[src/rtl/wb_regfile.sv]
// Writeback stage and architectural register file: selects the writeback data, commits it,
// serves two bypassed read ports and keeps last-write / write-count observability registers.
module wb_regfile #(
    parameter int DATA_W   = 32,
    parameter int ADDR_W   = 5,
    parameter int NUM_REGS = 32,
    parameter int CNT_W    = 32
) (
    input  logic              clk_i,
    input  logic              rst_i,
    input  logic [DATA_W-1:0] ALU_Res_i,
    input  logic [DATA_W-1:0] Read_Data_i,
    input  logic [ADDR_W-1:0] RdAddr_i,
    input  logic              MemToReg_i,
    input  logic              RegWrite_i,
    input  logic [ADDR_W-1:0] RsAddr_i,
    input  logic [ADDR_W-1:0] RtAddr_i,
    output logic [DATA_W-1:0] RsData_o,
    output logic [DATA_W-1:0] RtData_o,
    output logic [DATA_W-1:0] WbData_o,
    output logic [ADDR_W-1:0] WbLastAddr_o,
    output logic [DATA_W-1:0] WbLastData_o,
    output logic [CNT_W-1:0]  WbCount_o
);

    logic [DATA_W-1:0] regs [NUM_REGS];
    logic [DATA_W-1:0] wb_data;
    logic              we;
    logic [DATA_W-1:0] rs_data;
    logic [DATA_W-1:0] rt_data;
    logic [ADDR_W-1:0] last_addr;
    logic [DATA_W-1:0] last_data;
    logic [CNT_W-1:0]  wb_count;

    assign wb_data = MemToReg_i ? Read_Data_i : ALU_Res_i;

    // Gating with rst_i keeps the bypass path quiet while reset holds the file at zero.
    assign we = RegWrite_i && (RdAddr_i != '0) && rst_i;

    always_ff @(posedge clk_i or negedge rst_i) begin
        if (!rst_i) begin
            for (int i = 0; i < NUM_REGS; i++) begin
                regs[i] <= '0;
            end
        end else if (we) begin
            regs[RdAddr_i] <= wb_data;
        end
    end

    always_ff @(posedge clk_i or negedge rst_i) begin
        if (!rst_i) begin
            last_addr <= '0;
            last_data <= '0;
            wb_count  <= '0;
        end else if (we) begin
            last_addr <= RdAddr_i;
            last_data <= wb_data;
            wb_count  <= wb_count + CNT_W'(1);
        end
    end

    // Write-first bypass: a write presented this cycle is seen by the ID stage immediately.
    always_comb begin
        rs_data = '0;
        if (RsAddr_i == '0) begin
            rs_data = '0;
        end else if (we && (RsAddr_i == RdAddr_i)) begin
            rs_data = wb_data;
        end else begin
            rs_data = regs[RsAddr_i];
        end
    end

    always_comb begin
        rt_data = '0;
        if (RtAddr_i == '0) begin
            rt_data = '0;
        end else if (we && (RtAddr_i == RdAddr_i)) begin
            rt_data = wb_data;
        end else begin
            rt_data = regs[RtAddr_i];
        end
    end

    assign RsData_o     = rs_data;
    assign RtData_o     = rt_data;
    assign WbData_o     = wb_data;
    assign WbLastAddr_o = last_addr;
    assign WbLastData_o = last_data;
    assign WbCount_o    = wb_count;

endmodule

[config.mk]
export PLATFORM = sky130hd
export DESIGN_NAME = wb_regfile
export DESIGN_NICKNAME = d
export VERILOG_FILES = /design/src/rtl/wb_regfile.sv
export SDC_FILE = /design/constraint.sdc
export NUM_CORES = 2
export LEC_CHECK = 0
export BUFFER_PORTS_ARGS = -buffer_cell sky130_fd_sc_hd__buf_2
export CORE_MARGIN = 2
export CORE_UTILIZATION = 51
export DETAILED_ROUTE_END_ITERATION = 10
export MAX_ROUTING_LAYER = met4
export PLACE_DENSITY = 0.75
export SETUP_SLACK_MARGIN = 0.02
export SLEW_MARGIN = 20
export SYNTH_ARGS = -nofsm -noshare
export SYNTH_HDL_FRONTEND = slang
export SYNTH_SLANG_ARGS = --single-unit
[constraint.sdc]
create_clock -name clk_i -period 2.55 [get_ports clk_i]
set_input_delay 0.1275 -clock clk_i [delete_from_list [all_inputs] [get_ports clk_i]]
set_output_delay 0.1275 -clock clk_i [all_outputs]
set_load 0.005 [all_outputs]
==> impl_metrics.toml <==
[run_status]
outcome = "complete, but fails checks"
violations = "negative setup slack"

[synth]
synth_fp_nets = 5310
muxShareOfSynthArea_pct = 22.1
syn-mean-instance-area_um2 = 10.9
yosys_warnings = 0
async_flop_share_pct = 100
yosysTopAreaCell = "dfrtp_1"
synth_area_leaders = "dfrtp_1 48%, mux4_2 16%, a21oi_1 6.3%"
ys_ff_latch = 1093
ys_top_cells_by_count = "1093 x dfrtp_1, 753 x nor2_1, 721 x a21oi_1"
synth_simple_gate_area_share_pct = 10.2
synth_cells = 5226
synth-xor-area-share_pct = 0.630
ys_seq_area_share_pct = 48.0
synth_top_family_by_area = "multiplexers"
synth_area_mm2 = 0.0570
synth_edf_count = 0
synthAdderAreaFrac_pct = 0.0219
yosys.cell_types.count = 60
synth_compound_area_share_pct = 14.1
yosysTopAreaCellShare_pct = 48.0
yosysMostFrequentCell = "dfrtp_1"
synth_ff_type = "dfrtp_1"

[die]
die_area_mm2 = 0.114
rows = 122
io_pins = 248
die_w_um = 338
coreArea_mm2 = 0.111
die_height_um = 338
start_util_pct = 51.4

[pwr]
clkPwrFrac_pct = 33.4
powerDensity_mw_per_mm2 = 767
internal_power_w = 0.0363
max-vdd-ir-drop_mv = 0.570
seq_power_share_pct = 43.6
combPwrFrac_pct = 23.1
p_leak_nw = 30.1
switchingPower_w = 0.0160
total_power_w = 0.0523
p_sw_share_pct = 30.6

[timing]
slew_headroom_pct = 35.3
max_freq_mhz = 366
period_share_pct = 107
rsz0062_at_grt = "yes"
finalCriticalPeriod_ns = 2.73
hold_viol = 0
setup_viol = 46
worst_pin_slew_ns = 0.971
drv_slew = 0
setup_ws_ns = -0.183
final.setup_skew_ns = 0.0172

[placed_design]
numPortBuffers = 247
dpl_cell_area_mm2 = 0.0616
gp_congestion = 0.944
dpl.hpwl_um = 125000

[flow_run]
cap_violations = 0

[route]
drt_iter0_markers = 7556
postRouteAntennaNets = 0
routedWlPerCell_um = 29.0
wl_um = 206000
firstDrtPassIters = 9
drt-vias-per-instance = 6.89
vias = 48900
drc = 0

[hold_path]
hp-class = "input port to register"

[setup_path]
path_class = "register to output pin"
crit_chain = "mux4_2, nand2b_4, a31oi_4, nor3_2, a211o_1, buf_2"
path_buf_inv = 1
max_stage_delay_ns = 0.48
slowest_stage = "mux4_2"
crit_fanout = 2
cp_data_arrival_time_ns = 2.61
cpLargestDelayFamily = "compound AO/OA/AOI/OAI gates"
end_kind = "output pin"
critPathLaunchType = "register"
critPathRequiredTime_ns = 2.42

[grt]
grt_max_degree = 167
antenna_found_initial = 16
grt_use_total_pct = 36.2
grt.overflow.total = 0
grt_pass1_vias = 47800
grt_pass1_wl_um = 303000

[clock_network]
cts_tree = "done"
numCtsBuffers = 112
clkSinkCount = 1093
root_buffer = "clkbuf_16"
worst_setup_hold_path_clk_slew_ns = 0.06
cts_buffer_depth = 3
htreeDepth = 3
clk_latency_ns = 0.72

[cells_and_area]
drive_gt1_share_pct = 27.7
nNetsFinal = 5595
final_cell_area_mm2 = 0.0682
syn_to_final_growth_pct = 19.7
layer usage:
metal | up-vias | GRT usage, % | share of wire, %
li1 | 19600 | - | -
met1 | 24200 | 46.8 | 35
met2 | 4210 | 50.9 | 43
met3 | 947 | 11.3 | 15
met4 | 0 | 20.2 | 6.3
met5 | - | - | 0
stage by stage:
stage	std cells	util [%]	hold slack (ns)	setup TNS, ns	setup WS (ns)
2_1_floorplan	5226	-	-0.168	0	0.635
3_3_place_gp	6726	55.6	0.376	-0.954	-0.409
3_5_place_dp	6726	55.6	0.384	-0.861	-0.372
4_1_cts	7045	60.9	0.00141	-2.79	-0.129
5_1_grt	7100	61.6	0.0437	-5.10	-0.209
6_report	7105	61.6	0.0419	-3.21	-0.183
layout make-up:
| cell class | count | area [um2] |
|---|---|---|
| fill | 8272 | 42600 |
| multi-input combinational | 3537 | 28800 |
| sequential | 1093 | 27400 |
| timing repair buffer | 730 | 6220 |
| clock buffer | 154 | 3170 |
| tap | 1488 | 1860 |
| clock inverter | 52 | 683 |
| inverter | 37 | 139 |
| antenna | 14 | 35.0 |
power by group through the flow:
stage	Clock (W)	Sequential (W)	Combinational, W
global placement	0	0.0227	0.0100
CTS	0.0174	0.0226	0.0114
floorplan	0	0.0222	0.00721
detailed placement	0	0.0229	0.0104
finish	0.0175	0.0228	0.0121
global route	0.0182	0.0230	0.0129
flip-flops by register name, indices dropped and copies added, names as in the netlist:
signal	flops
WbCount_o	32
WbLastAddr_o	5
regs	1024
WbLastData_o	32
worst paths after layout:
path / from / depth (start not counted) / end / slack [ns]
setup / recovery: regs[279]$_DFFE_PN0P_ / 6 / RtData_o[23] / -0.18
hold / removal: ALU_Res_i[16] / 4 / regs[528]$_DFFE_PN0P_ / 0.04
setup reg to reg: WbCount_o[11]$_DFFE_PN0P_ / 5 / WbCount_o[27]$_DFFE_PN0P_ / 0.61
hold reg to reg: regs[994]$_DFFE_PN0P_ / 0 / regs[994]$_DFFE_PN0P_ / 0.40
max in group asynchronous: rst_i / 5 / regs[513]$_DFFE_PN0P_ / 0.57
min in group asynchronous: rst_i / 4 / regs[670]$_DFFE_PN0P_ / 0.59
cell families after synthesis:
kind of cell             Yosys count
multiplexers                     750
AO/OA/AOI/OAI                   1404
adder cells (fa/ha/maj)            1
buffers and inverters            596
AND/OR/NAND/NOR                 1341
XOR/XNOR                          41
flip-flops                      1093
layout by cell type (no fill, tap or decap), types with 16 or more instances in the layout:
cell type / synthesis / final
nand2_1: 361 / 355
o21ai_1: 17 / 18
clkinv_2: 0 / 18
clkbuf_1: 375 / 22
a211o_1: 31 / 29
a221oi_1: 70 / 61
nand2b_4: 0 / 28
a22oi_1: 49 / 43
a31oi_1: 51 / 27
buf_12: 6 / 86
dlygate4sd3_1: 0 / 48
buf_2: 97 / 227
o22ai_1: 33 / 23
a31oi_4: 0 / 16
a211oi_1: 74 / 37
nand2b_1: 63 / 35
nor2_4: 0 / 29
nor2_1: 753 / 716
nor3_1: 45 / 32
mux4_2: 408 / 408
nand3_1: 21 / 18
clkbuf_16: 0 / 113
buf_4: 43 / 344
o21ai_0: 308 / 305
dfrtp_1: 1093 / 1093
clkbuf_8: 0 / 19
a211oi_2: 3 / 33
a21oi_1: 721 / 707
mux2i_4: 0 / 26
buf_6: 19 / 21
inv_1: 37 / 37
a221o_1: 29 / 29
xnor2_1: 30 / 30
mux2i_1: 341 / 308
tightest hold or removal path: stages:
cell	delay [ns]
buf_2	0.10
mux2i_4	0.07
buf_4	0.25
a21oi_1	0.16
what timing repair did:
action                     4_1_cts  5_1_grt
pin swaps                       77       58
buffers inserted                76       47
gates resized for setup        190       73
setup endpoints to repair       62       64
hold endpoints to repair       300        0
hold buffers                    48        0
No activity file was read; power rests on OpenSTA's default activity.
